File: src/rtl/sim_ctrl_defs.sv
// Shared definitions for the simulation run controller: status encodings and FSM states.
package sim_ctrl_defs;

  localparam logic [2:0] ST_HOLD    = 3'd0;
  localparam logic [2:0] ST_RUN     = 3'd1;
  localparam logic [2:0] ST_PASS    = 3'd2;
  localparam logic [2:0] ST_FAIL    = 3'd3;
  localparam logic [2:0] ST_HALT    = 3'd4;
  localparam logic [2:0] ST_TIMEOUT = 3'd5;

  // State values equal the status encodings so status is a straight copy of the state.
  typedef enum logic [2:0] {
    StHold    = ST_HOLD,
    StRun     = ST_RUN,
    StPass    = ST_PASS,
    StFail    = ST_FAIL,
    StHalt    = ST_HALT,
    StTimeout = ST_TIMEOUT
  } run_state_e;

  function automatic logic is_terminal(run_state_e s);
    return (s == StPass) || (s == StFail) || (s == StHalt) || (s == StTimeout);
  endfunction

endpackage

File: src/rtl/pc_loop_detector.sv
// Detects a CPU stuck on one PC: counts consecutive cycles where pc_in equals the last PC.
module pc_loop_detector #(
  parameter int unsigned PC_W       = 32,
  parameter int unsigned LOOP_LIMIT = 8
) (
  input  logic            clk,
  input  logic            reset,
  input  logic            clear,
  input  logic            enable,
  input  logic [PC_W-1:0] pc_in,
  output logic            loop_hit
);

  localparam int unsigned CntW = ($clog2(LOOP_LIMIT) > 0) ? $clog2(LOOP_LIMIT) : 1;
  localparam logic [CntW-1:0] CntMax = CntW'(LOOP_LIMIT - 1);
  localparam logic [CntW-1:0] CntPreHit = CntW'(LOOP_LIMIT - 2);

  logic [PC_W-1:0] last_pc_q;
  logic [CntW-1:0] match_cnt_q;
  logic            match;

  assign match = (pc_in == last_pc_q);

  // Fires on the match that takes the counter to LOOP_LIMIT-1.
  assign loop_hit = enable && match && (match_cnt_q == CntPreHit);

  always_ff @(posedge clk or posedge reset) begin
    if (reset) begin
      last_pc_q   <= '0;
      match_cnt_q <= '0;
    end else if (clear) begin
      last_pc_q   <= '0;
      match_cnt_q <= '0;
    end else if (enable) begin
      last_pc_q <= pc_in;
      if (!match) begin
        match_cnt_q <= '0;
      end else if (match_cnt_q != CntMax) begin
        match_cnt_q <= match_cnt_q + 1'b1;
      end
    end
  end

endmodule

File: src/rtl/sim_run_controller.sv
// Run controller for CPU simulation: holds CPU reset, counts RUN cycles and ends the run on
// a signature store, a PC self-loop or an exhausted cycle budget.
module sim_run_controller
  import sim_ctrl_defs::*;
#(
  parameter int unsigned     RST_CYCLES = 4,
  parameter int unsigned     MAX_CYCLES = 1500,
  parameter int unsigned     CNT_W      = 32,
  parameter int unsigned     PC_W       = 32,
  parameter int unsigned     LOOP_LIMIT = 8,
  parameter logic [PC_W-1:0] DONE_ADDR  = 32'h0000_00FC,
  parameter logic [PC_W-1:0] PASS_VAL   = 32'h0000_0001
) (
  input  logic             clk,
  input  logic             reset,
  input  logic             restart,
  input  logic [PC_W-1:0]  pc_in,
  input  logic             mem_we,
  input  logic [PC_W-1:0]  mem_addr,
  input  logic [PC_W-1:0]  mem_wdata,
  output logic             cpu_reset,
  output logic [CNT_W-1:0] cycle_count,
  output logic             done,
  output logic             pass,
  output logic [2:0]       status
);

  localparam int unsigned HoldW = ($clog2(RST_CYCLES) > 0) ? $clog2(RST_CYCLES) : 1;
  localparam logic [HoldW-1:0] HoldLast = HoldW'(RST_CYCLES - 1);
  localparam logic [CNT_W-1:0] BudgetLast = CNT_W'(MAX_CYCLES - 1);
  localparam logic [CNT_W-1:0] CntSat = {CNT_W{1'b1}};

  run_state_e       state_q, state_d;
  logic [HoldW-1:0] hold_cnt_q;
  logic             sig_hit, sig_pass, budget_hit, loop_hit;
  logic             loop_clear, loop_en;

  assign loop_clear = restart || (state_q == StHold);
  assign loop_en    = (state_q == StRun);

  pc_loop_detector #(
    .PC_W       (PC_W),
    .LOOP_LIMIT (LOOP_LIMIT)
  ) u_loop_det (
    .clk      (clk),
    .reset    (reset),
    .clear    (loop_clear),
    .enable   (loop_en),
    .pc_in    (pc_in),
    .loop_hit (loop_hit)
  );

  always_comb begin
    sig_hit    = mem_we && (mem_addr == DONE_ADDR);
    sig_pass   = (mem_wdata == PASS_VAL);
    budget_hit = (cycle_count == BudgetLast);
    state_d    = state_q;
    if (restart) begin
      state_d = StHold;
    end else begin
      unique case (state_q)
        StHold: begin
          if (hold_cnt_q == HoldLast) state_d = StRun;
        end
        StRun: begin
          // Signature beats halt beats timeout when they coincide.
          if (sig_hit) begin
            state_d = sig_pass ? StPass : StFail;
          end else if (loop_hit) begin
            state_d = StHalt;
          end else if (budget_hit) begin
            state_d = StTimeout;
          end
        end
        default: state_d = state_q;
      endcase
    end
  end

  always_ff @(posedge clk or posedge reset) begin
    if (reset) begin
      state_q     <= StHold;
      hold_cnt_q  <= '0;
      cycle_count <= '0;
      cpu_reset   <= 1'b1;
      done        <= 1'b0;
      pass        <= 1'b0;
      status      <= ST_HOLD;
    end else begin
      state_q   <= state_d;
      status    <= 3'(state_d);
      cpu_reset <= (state_d == StHold);
      done      <= is_terminal(state_d);
      pass      <= (state_d == StPass);
      if (restart) begin
        hold_cnt_q  <= '0;
        cycle_count <= '0;
      end else if (state_q == StHold) begin
        if (hold_cnt_q != HoldLast) hold_cnt_q <= hold_cnt_q + 1'b1;
      end else if (state_q == StRun) begin
        if (cycle_count != CntSat) cycle_count <= cycle_count + 1'b1;
      end
    end
  end

endmodule
File: config.mk
export PLATFORM = sky130hd
export DESIGN_NAME = sim_run_controller
export DESIGN_NICKNAME = d
export VERILOG_FILES = /design/src/rtl/sim_ctrl_defs.sv /design/src/rtl/pc_loop_detector.sv /design/src/rtl/sim_run_controller.sv
export SDC_FILE = /design/constraint.sdc
export NUM_CORES = 1
export LEC_CHECK = 0
export BUFFER_PORTS_ARGS = -buffer_cell sky130_fd_sc_hd__buf_2
export CAP_MARGIN = 10
export CORE_MARGIN = 1
export CORE_UTILIZATION = 30
export DETAILED_ROUTE_END_ITERATION = 10
export GPL_ROUTABILITY_DRIVEN = 1
export PLACE_DENSITY = 0.59
export SETUP_SLACK_MARGIN = 0.1
export SYNTH_ARGS = -nofsm -noshare
export SYNTH_HDL_FRONTEND = slang
export SYNTH_SLANG_ARGS = --single-unit
File: constraint.sdc
create_clock -name clk -period 2.44 [get_ports clk]
set_input_delay 0.366 -clock clk [delete_from_list [all_inputs] [get_ports clk]]
set_output_delay 0.366 -clock clk [all_outputs]
set_load 0.005 [all_outputs]
## Yosys cells after proc, flatten, opt, wreduce, memory -nomap -nowiden

Index checks and enable logic that the tools add are counted.

- Multiplexer cells: 20
- Add/subtract/negate cells: 3
- Equal/unequal tests: 16
- Reductions and logical operators: 17

Operators with widths:

| kind | count |
|---|---|
| $mux 32 | 6 |
| $add 32x1->32 const B | 1 |
| $eq 32x1->1 const B | 1 |
| $eq 32x11->1 const B | 1 |
| $eq 32x32->1 | 1 |
| $eq 32x8->1 const B | 1 |
| $ne 32x32->1 const B | 1 |
| $mux 3 | 9 |
| $reduce_bool 2->1 | 5 |
| $eq 3x3->1 const B | 3 |
| $eq 3x2->1 const B | 2 |
| $logic_not 3->1 | 2 |
| $mux 2 | 3 |
| $ne 3x3->1 const B | 2 |
| $pmux 3 s2 | 1 |
| $logic_or 1x1->1 | 4 |
| $ne 2x2->1 const B | 2 |
| $reduce_and 2->1 | 2 |
| $add 3x1->3 const B | 1 |
| $eq 3x1->1 const B | 1 |
| $logic_and 1x1->1 | 3 |
| $reduce_and 3->1 | 1 |
| $add 2x1->2 const B | 1 |
| $eq 2x2->1 const B | 1 |
| $mux 1 | 1 |

- Output and inout port bits: 38
- Flip-flop bits (word level): 75
- Logic and storage cells: 64
- Bits of input ports: 100

## Logic depth before layout (Yosys ltp)

Gate-level depths: netlist of the first run.

- Depth in word-level cells: 11
- Mapped depth: 9
- Depth with buffers taken out: 6

## Hierarchy

From an unflattened synthesis of the first run, not the netlist that was laid out.

- Cells, all modules: 441
- Area, all modules: 4256.6 um^2

Modules (own cells, without submodules):

| module | instances | cells an instance | seq. area each (um^2) | area an instance (um^2) |
|---|---|---|---|---|
| sim_run_controller | 1 | 267 | 1002.2 | 2407.3 |
| pc_loop_detector | 1 | 174 | 875.8 | 1849.3 |

## Worst setup path before layout of the first run

No wires, ideal clock.

- Kind: register to register
- Start: register cycle_count[0]
- End: register state_q[2]
- Period minus slack after synthesis: 2.153 ns
- Data arrival time: 2.066 ns
- Data required time: 2.353 ns
- Cell stages (with the launch flop): 7
- Setup slack: 0.287 ns
- Setup time: 0.087 ns
- Buffers on the path: 0
- Path through: dfrtp_1 > ha_1 > or4b_2 > nor4_1 > and4_1 > or4b_1 > o211ai_1

- Longest elaborated chain between the ends: 6

Ends and longest elaborated chain:

| element | RTL line | text |
|---|---|---|
| start, declared | sim_run_controller.sv:22 | `output logic [CNT_W-1:0] cycle_count,` |
| start signal, assigned | sim_run_controller.sv:101 | `if (cycle_count != CntSat) cycle_count <= cycle_count + 1'b1;` |
| $eq 32x11->1 | sim_run_controller.sv:56 | `budget_hit = (cycle_count == BudgetLast);` |
| $mux 3 | sim_run_controller.sv:71 | `end else if (budget_hit) begin` |
| $mux 3 | sim_run_controller.sv:69 | `end else if (loop_hit) begin` |
| $mux 3 | sim_run_controller.sv:67 | `if (sig_hit) begin` |
| $pmux 3 s2 | sim_run_controller.sv:61 | `unique case (state_q)` |
| $mux 3 | sim_run_controller.sv:58 | `if (restart) begin` |
| via state_d[2] | sim_run_controller.sv:33 | `run_state_e state_q, state_d;` |
| end signal, assigned | sim_run_controller.sv:82 | `state_q <= StHold;` |
| end signal, assigned | sim_run_controller.sv:90 | `state_q <= state_d;` |
| end, declared | sim_run_controller.sv:33 |  |

The timed path passes the listed nets, and every way through them passes these cells.
A chain may end at the register's enable or synchronous reset.

## Final worst setup path of the first run

- Start: register cycle_count[12]
- End: register state_q[2]

The elaborated chain is that of the path after synthesis.

==> out/qor.yml, run 1 <==
clocking:
  clock_latency_ns: 0.33
  clockRootBuffer: "clkbuf_16"
  clkTransAtPathRegs_ns: 0.06
  htreeDepth: 3
  cts_made_buffers: 9
  cts_tree: "yes"
  clock_path_buffers: 2
  cts_sinks: 75
global_routing:
  grt.overflow.total: 0
  grt.total_usage: 0.1682
  antenna_found_initial: 0
  grt_max_degree: 37
  grt_pass1_vias: 3845
  grt_pass1_wl_mm: 19.03
critical_path:
  worstPathMaxFanout: 3
  endpoint_kind: "flip-flop"
  critPathArrivalTime_ns: 2.51
  rr_worst_depth: 5
  worst-path-stages: 5
  critical-path-top-delay-family: "simple AND/OR/NAND/NOR gates"
  path_buf_inv: 0
  cp_cell_sequence: "or4b_2, nor4_2, and4_1, or4b_4, o211ai_1"
  cp-start-kind: "flip-flop"
  critPathMaxStageDelay_ns: 0.67
  path_class: "reg2reg"
  timing.rr.end: "state_q[2]"
  reg2reg_from: "cycle_count[12]"
  slowest_stage: "or4b_2"
  crit_required_ns: 2.69
  r2r_slack_ns: 0.18
logic_synthesis:
  syn_area_per_cell_um2: 10.13
  synth.cell_area_um2: 4101
  synthXorXnorAreaFrac: 0.08115
  synth_compound_area_frac: 0.1556
  synth_top_family_by_area: "simple AND/OR/NAND/NOR gates"
  synth_cells: 405
  synth_edf_count: 0
  synthSimpleGateAreaFrac: 0.2404
  yosys.area_share.adder: 0.01525
  yosys_warnings: 0
  synth_mux_area_frac: 0.02379
  synth_seq_cells: 75
  synth_seq_area_share: 0.4579
  yosysUniqueCellTypes: 54
  synth_fp_nets: 510
  async_flop_share: 1.000
  synth_ff_type: "dfrtp_1"
timing:
  rsz0062_at_grt: "yes"
  skew_ns: 0.006168
  slew_headroom: 0.5070
  setup_tns_ns: 0
  finalSetupViolations: 0
  slew_violations: 0
  setup_slack_ns: 0.1803
  period_share: 0.9261
  finalHoldViolations: 0
  max_freq_ghz: 0.4425
  min_period_ns: 2.260
  worst_pin_slew_ns: 0.7384
pwr:
  power_leakage_nw: 2.488
  ir_drop_uv: 326.2
  power_density_nw_per_um2: 636.0
  power.total_mw: 3.551
finish:
  fin_cells: 742
  nets: 666
  drive_above_1_share: 0.3710
  n_antenna_cell: 0
  area_growth_pct: 36.12
die:
  fp.dieW_um: 118.9
  start_util: 0.3085
  rows: 42
  die_area_um2: 14140
  io_pins: 138
  die_h_um: 118.9
  coreArea_um2: 13300
placed_design:
  hpwl_mm: 8.391
  place_congestion: 0.8650
  place_ws_ns: 0.08848
  placed_cells: 724
  buffer_ports.inserted: 137
outcome:
  status: "completed"
route:
  wl_mm: 11.35
  route.detailed.drc: 0
  via_count: 3879
  ant_nets: 0
  drtPass1Iterations: 4
  vias_per_cell: 5.228
  drtIter0Drc: 183
  wl_per_cell_um: 15.29
worst_hold_path:
  min_path_type: "in2async"
flow_run:
  cap_violations: 0
-- metal layers --
metal / track usage / vias up / share of wire
li1: - / 1860 / -
met1: 0.2103 / 1881 / 0.44
met2: 0.2836 / 126 / 0.49
met3: 0.04741 / 12 / 0.060
met4: 0.04430 / 0 / 0.0085
met5: 0 / - / 0
-- layout by cell type (no fill, tap or decap), types with 9 or more instances in the layout --
cell	count
a21oi_1	23
a22o_1	32
buf_2	137
buf_4	27
clkbuf_16	9
dfrtp_1	71
nand2_1	14
nand3_1	12
nand4_1	19
nor2_1	24
nor4_1	22
o21ai_0	10
or3_1	13
xnor2_1	37
-- logic make-up after synthesis --
kind of cell               count (synthesis)
xor gates and xnor gates                  38
buffers and inverters                     26
muxes                                      9
DFF                                       75
adders and majority gates                  5
and+or+nand+nor                          163
AOI/OAI and AO/OA                         89
-- power by group --
group	switching, mW	internal, mW
Clock	0.526	1.31
Combinational	0.182	0.196
Sequential	0.0398	1.30
Total	0.748	2.80
-- repair_timing --
action                                  CTS  global route
buffers inserted                          0             2
endpoints found under the setup margin    0             3
hold buffers                              0             0
resized for setup                         0             6
-- metrics by stage --
stage                     hold slack [ns]  area, µm²  utilization
final                              0.1569       5583       0.4199
after global routing               0.2181       5583       0.4199
after CTS                          0.1732       5552       0.4176
after detailed placement           0.5126       5139       0.3865
after global placement             0.5080       5139       0.3865
after floorplan                    0.4903       4101            -
-- sequential cells by signal, indices dropped and copies added (netlist names) --
register / flops
u_loop_det.match_cnt_q: 3
pass: 1
hold_cnt_q: 2
u_loop_det.last_pc_q: 32
done: 1
state_q: 3
cycle_count: 32
cpu_reset: 1
-- cell usage after synthesis, drive strengths merged, types with 2 or more instances --
| master | instances | share of area |
|---|---|---|
| dfrtp | 74 | 0.45 |
| a2111oi | 2 | 0.0043 |
| or3 | 13 | 0.020 |
| buf | 6 | 0.0076 |
| o2111ai | 2 | 0.0043 |
| xnor2 | 37 | 0.079 |
| nor4 | 23 | 0.035 |
| a31o | 2 | 0.0043 |
| a21oi | 23 | 0.028 |
| nand3 | 13 | 0.017 |
| nand4 | 20 | 0.032 |
| nor2 | 25 | 0.023 |
| and4 | 5 | 0.011 |
| a22o | 32 | 0.068 |
| nor4b | 6 | 0.013 |
| nand2 | 14 | 0.013 |
| o22ai | 2 | 0.0031 |
| and3 | 2 | 0.0031 |
| or2 | 2 | 0.0031 |
| or4 | 10 | 0.020 |
| nor3b | 2 | 0.0049 |
| nor2b | 7 | 0.011 |
| clkbuf | 14 | 0.013 |
| mux2i | 3 | 0.0073 |
| or4b | 4 | 0.0098 |
| o31ai | 6 | 0.011 |
| o21ai | 10 | 0.012 |
| mux2 | 6 | 0.016 |
| o211ai | 2 | 0.0037 |
| ha | 5 | 0.015 |
| a211oi | 2 | 0.0037 |
| nand2b | 7 | 0.011 |
| inv | 6 | 0.0055 |
| nor3 | 6 | 0.0073 |
-- layout make-up --
| class | count | area (µm²) |
|---|---|---|
| Multi-Input combinational cell | 304 | 2137 |
| Clock inverter | 7 | 187.7 |
| Tap cell | 176 | 220.2 |
| Clock buffer | 9 | 225.2 |
| Timing Repair Buffer | 165 | 908.4 |
| Sequential cell | 75 | 1882 |
| Inverter | 6 | 22.52 |
| Fill cell | 1311 | 7712 |
-- how the worst max path moves through the flow --
stage / slack, ns / to / startpoint
3_5_place_dp: 0.09 / state_q[2] / cycle_count[0]
6_report: 0.18 / state_q[2] / cycle_count[12]
5_1_grt: 0.08 / cycle_count[30] / cycle_count[15]
4_1_cts: 0.10 / state_q[2] / cycle_count[0]
3_3_place_gp: 0.22 / state_q[2] / cycle_count[0]
2_1_floorplan: 0.17 / cycle_count[0] / reset
Note: power is estimated with default switching activity, not from simulation.
==> run 2: changes to the inputs <==
--- a/config.mk
+++ b/config.mk
@@ -5,12 +5,14 @@
 export SDC_FILE = /design/constraint.sdc
 export NUM_CORES = 1
 export LEC_CHECK = 0
+export ABC_CLOCK_PERIOD_IN_PS = 2440
 export BUFFER_PORTS_ARGS = -buffer_cell sky130_fd_sc_hd__buf_2
 export CAP_MARGIN = 10
 export CORE_MARGIN = 1
 export CORE_UTILIZATION = 30
 export DETAILED_ROUTE_END_ITERATION = 10
 export GPL_ROUTABILITY_DRIVEN = 1
+export MAX_ROUTING_LAYER = met4
 export PLACE_DENSITY = 0.59
 export SETUP_SLACK_MARGIN = 0.1
 export SYNTH_ARGS = -nofsm -noshare
==> out/qor.yml, run 2 (synthesis results as in run 1) <==
outcome:
  status: "completed"
timing:
  period_share: 0.9232
  slew_violations: 0
  worst_pin_slew_ns: 0.7423
  min_period_ns: 2.253
  whs_ns: 0.1525
  setup_slack_ns: 0.1873
  max_freq_ghz: 0.4439
  finalSetupViolations: 0
  slew_headroom: 0.5044
  skew_ns: 0.006152
  finalHoldViolations: 0
  rsz0062_at_grt: "yes"
  setup_tns_ns: 0
finish:
  fill_cells: 1311
  final_common_cell: "buf_2"
  final_cell_mix: "buf_2 (137), dfrtp_1 (71), xnor2_1 (37)"
  drive_above_1_share: 0.3710
  fin_cells: 742
  seqCellArea_um2: 1882
  area_growth_pct: 36.12
  largest_registers: "cycle_count (32), u_loop_det.last_pc_q (32)"
  multiInputGateArea_um2: 2137
  nets: 666
  n_antenna_cell: 0
global_routing:
  grt_max_degree: 37
  grt.total_usage: 0.1730
  grt_pass1_vias: 3839
  grt_pass1_wl_mm: 19.04
  antenna_found_initial: 0
  grt.overflow.total: 0
critical_path:
  cp-start-kind: "flip-flop"
  worstPathMaxFanout: 3
  path_class: "reg2reg"
  crit_required_ns: 2.69
  critPathArrivalTime_ns: 2.50
  endpoint_kind: "flip-flop"
pwr:
  power_density_nw_per_um2: 636.5
  power_leakage_nw: 2.488
  combPwrFrac: 0.107
  power_switching_mw: 0.7505
  seq_power_share: 0.376
  ir_drop_uv: 326.2
  clkPwrFrac: 0.517
  p_int_mw: 2.803
  power.share.switching: 0.2112
clocking:
  cts_made_buffers: 9
  clock_path_buffers: 2
  clockRootBuffer: "clkbuf_16"
  htreeDepth: 3
  clkTransAtPathRegs_ns: 0.06
  clock_latency_ns: 0.33
  cts_sinks: 75
  cts_tree: "yes"
placed_design:
  place_ws_ns: 0.08848
  hpwl_mm: 8.391
  place_congestion: 0.8790
  placed_cells: 724
  buffer_ports.inserted: 137
route:
  vias_per_cell: 5.185
  drtIter0Drc: 202
  via_count: 3847
  wl_per_cell_um: 15.30
  ant_nets: 0
  drtPass1Iterations: 4
  route.detailed.drc: 0
  wl_mm: 11.35
flow_run:
  cap_violations: 0
die:
  coreArea_um2: 13300
  rows: 42
  fp.dieW_um: 118.9
  die_h_um: 118.9
  start_util: 0.3085
  io_pins: 138
  die_area_um2: 14140
worst_hold_path:
  min_path_type: "in2async"
==> run 2: cell counts in the layout (fill, tap and decap cells not counted) <==
No cell type changed its count.
==> run 2: cell type report <==
| class | instances | share of cell area |
|---|---|---|
| sequential | 75 | 0.3371 |
| clock buffer | 9 | 0.04034 |
| inverter | 6 | 0.004034 |
| clock inverter | 7 | 0.03362 |
| tap | 176 | 0.03944 |
| timing repair buffer | 165 | 0.1627 |
| multi-input combinational | 304 | 0.3828 |
==> run 2: power groups by stage <==
| stage | logic (mW) | registers, mW | clock network, mW |
|---|---|---|---|
| floorplan | 0.209 | 1.35 | 0 |
| detailed placement | 0.384 | 1.36 | 0 |
| global placement | 0.371 | 1.36 | 0 |
| CTS | 0.385 | 1.34 | 1.88 |
| global route | 0.426 | 1.34 | 1.93 |
| finish | 0.379 | 1.34 | 1.84 |
==> run 2: worst max-delay path, stage by stage (launching register included) <==
cell      delay [ns]
dfrtp_1         0.40
or4b_2          0.67
nor4_2          0.27
and4_1          0.27
or4b_4          0.46
o211ai_1        0.10
==> run 2: what timing repair did <==
action / in CTS / in global routing
hold endpoints to repair: 0 / 0
setup buffers: 0 / 2
resized for setup: 0 / 6
endpoints found under the setup margin: 0 / 3
hold buffers: 0 / 0
==> run 2: worst paths after layout <==
path / slack, ns / depth (start not counted) / to / start
min in group clk: 0.27 / 2 / u_loop_det.last_pc_q[18] / pc_in[18]
min reg2reg: 0.53 / 1 / u_loop_det.last_pc_q[6] / u_loop_det.last_pc_q[6]
max reg2reg: 0.19 / 5 / state_q[2] / cycle_count[12]
max in group asynchronous: 1.50 / 3 / cycle_count[9] / reset
max: 0.19 / 5 / state_q[2] / cycle_count[12]
min: 0.15 / 2 / u_loop_det.last_pc_q[27] / reset
==> run 2: stage by stage <==
stage / instance area [µm²] / utilization / power (mW)
after floorplan: 4101 / - / 1.563
after global placement: 5139 / 0.3865 / 1.727
after detailed placement: 5139 / 0.3865 / 1.743
after CTS: 5552 / 0.4176 / 3.600
after global routing: 5583 / 0.4199 / 3.704
final: 5583 / 0.4199 / 3.554
==> run 2: metal layers <==
metal	part of all wire	vias to the layer above	track usage	wire (µm)
met4	0.0049	0	0.04430	56
met5	0	-	-	0
met2	0.49	119	0.2822	5586
met3	0.057	4	0.04023	648
met1	0.45	1863	0.2160	5060
li1	-	1861	-	-
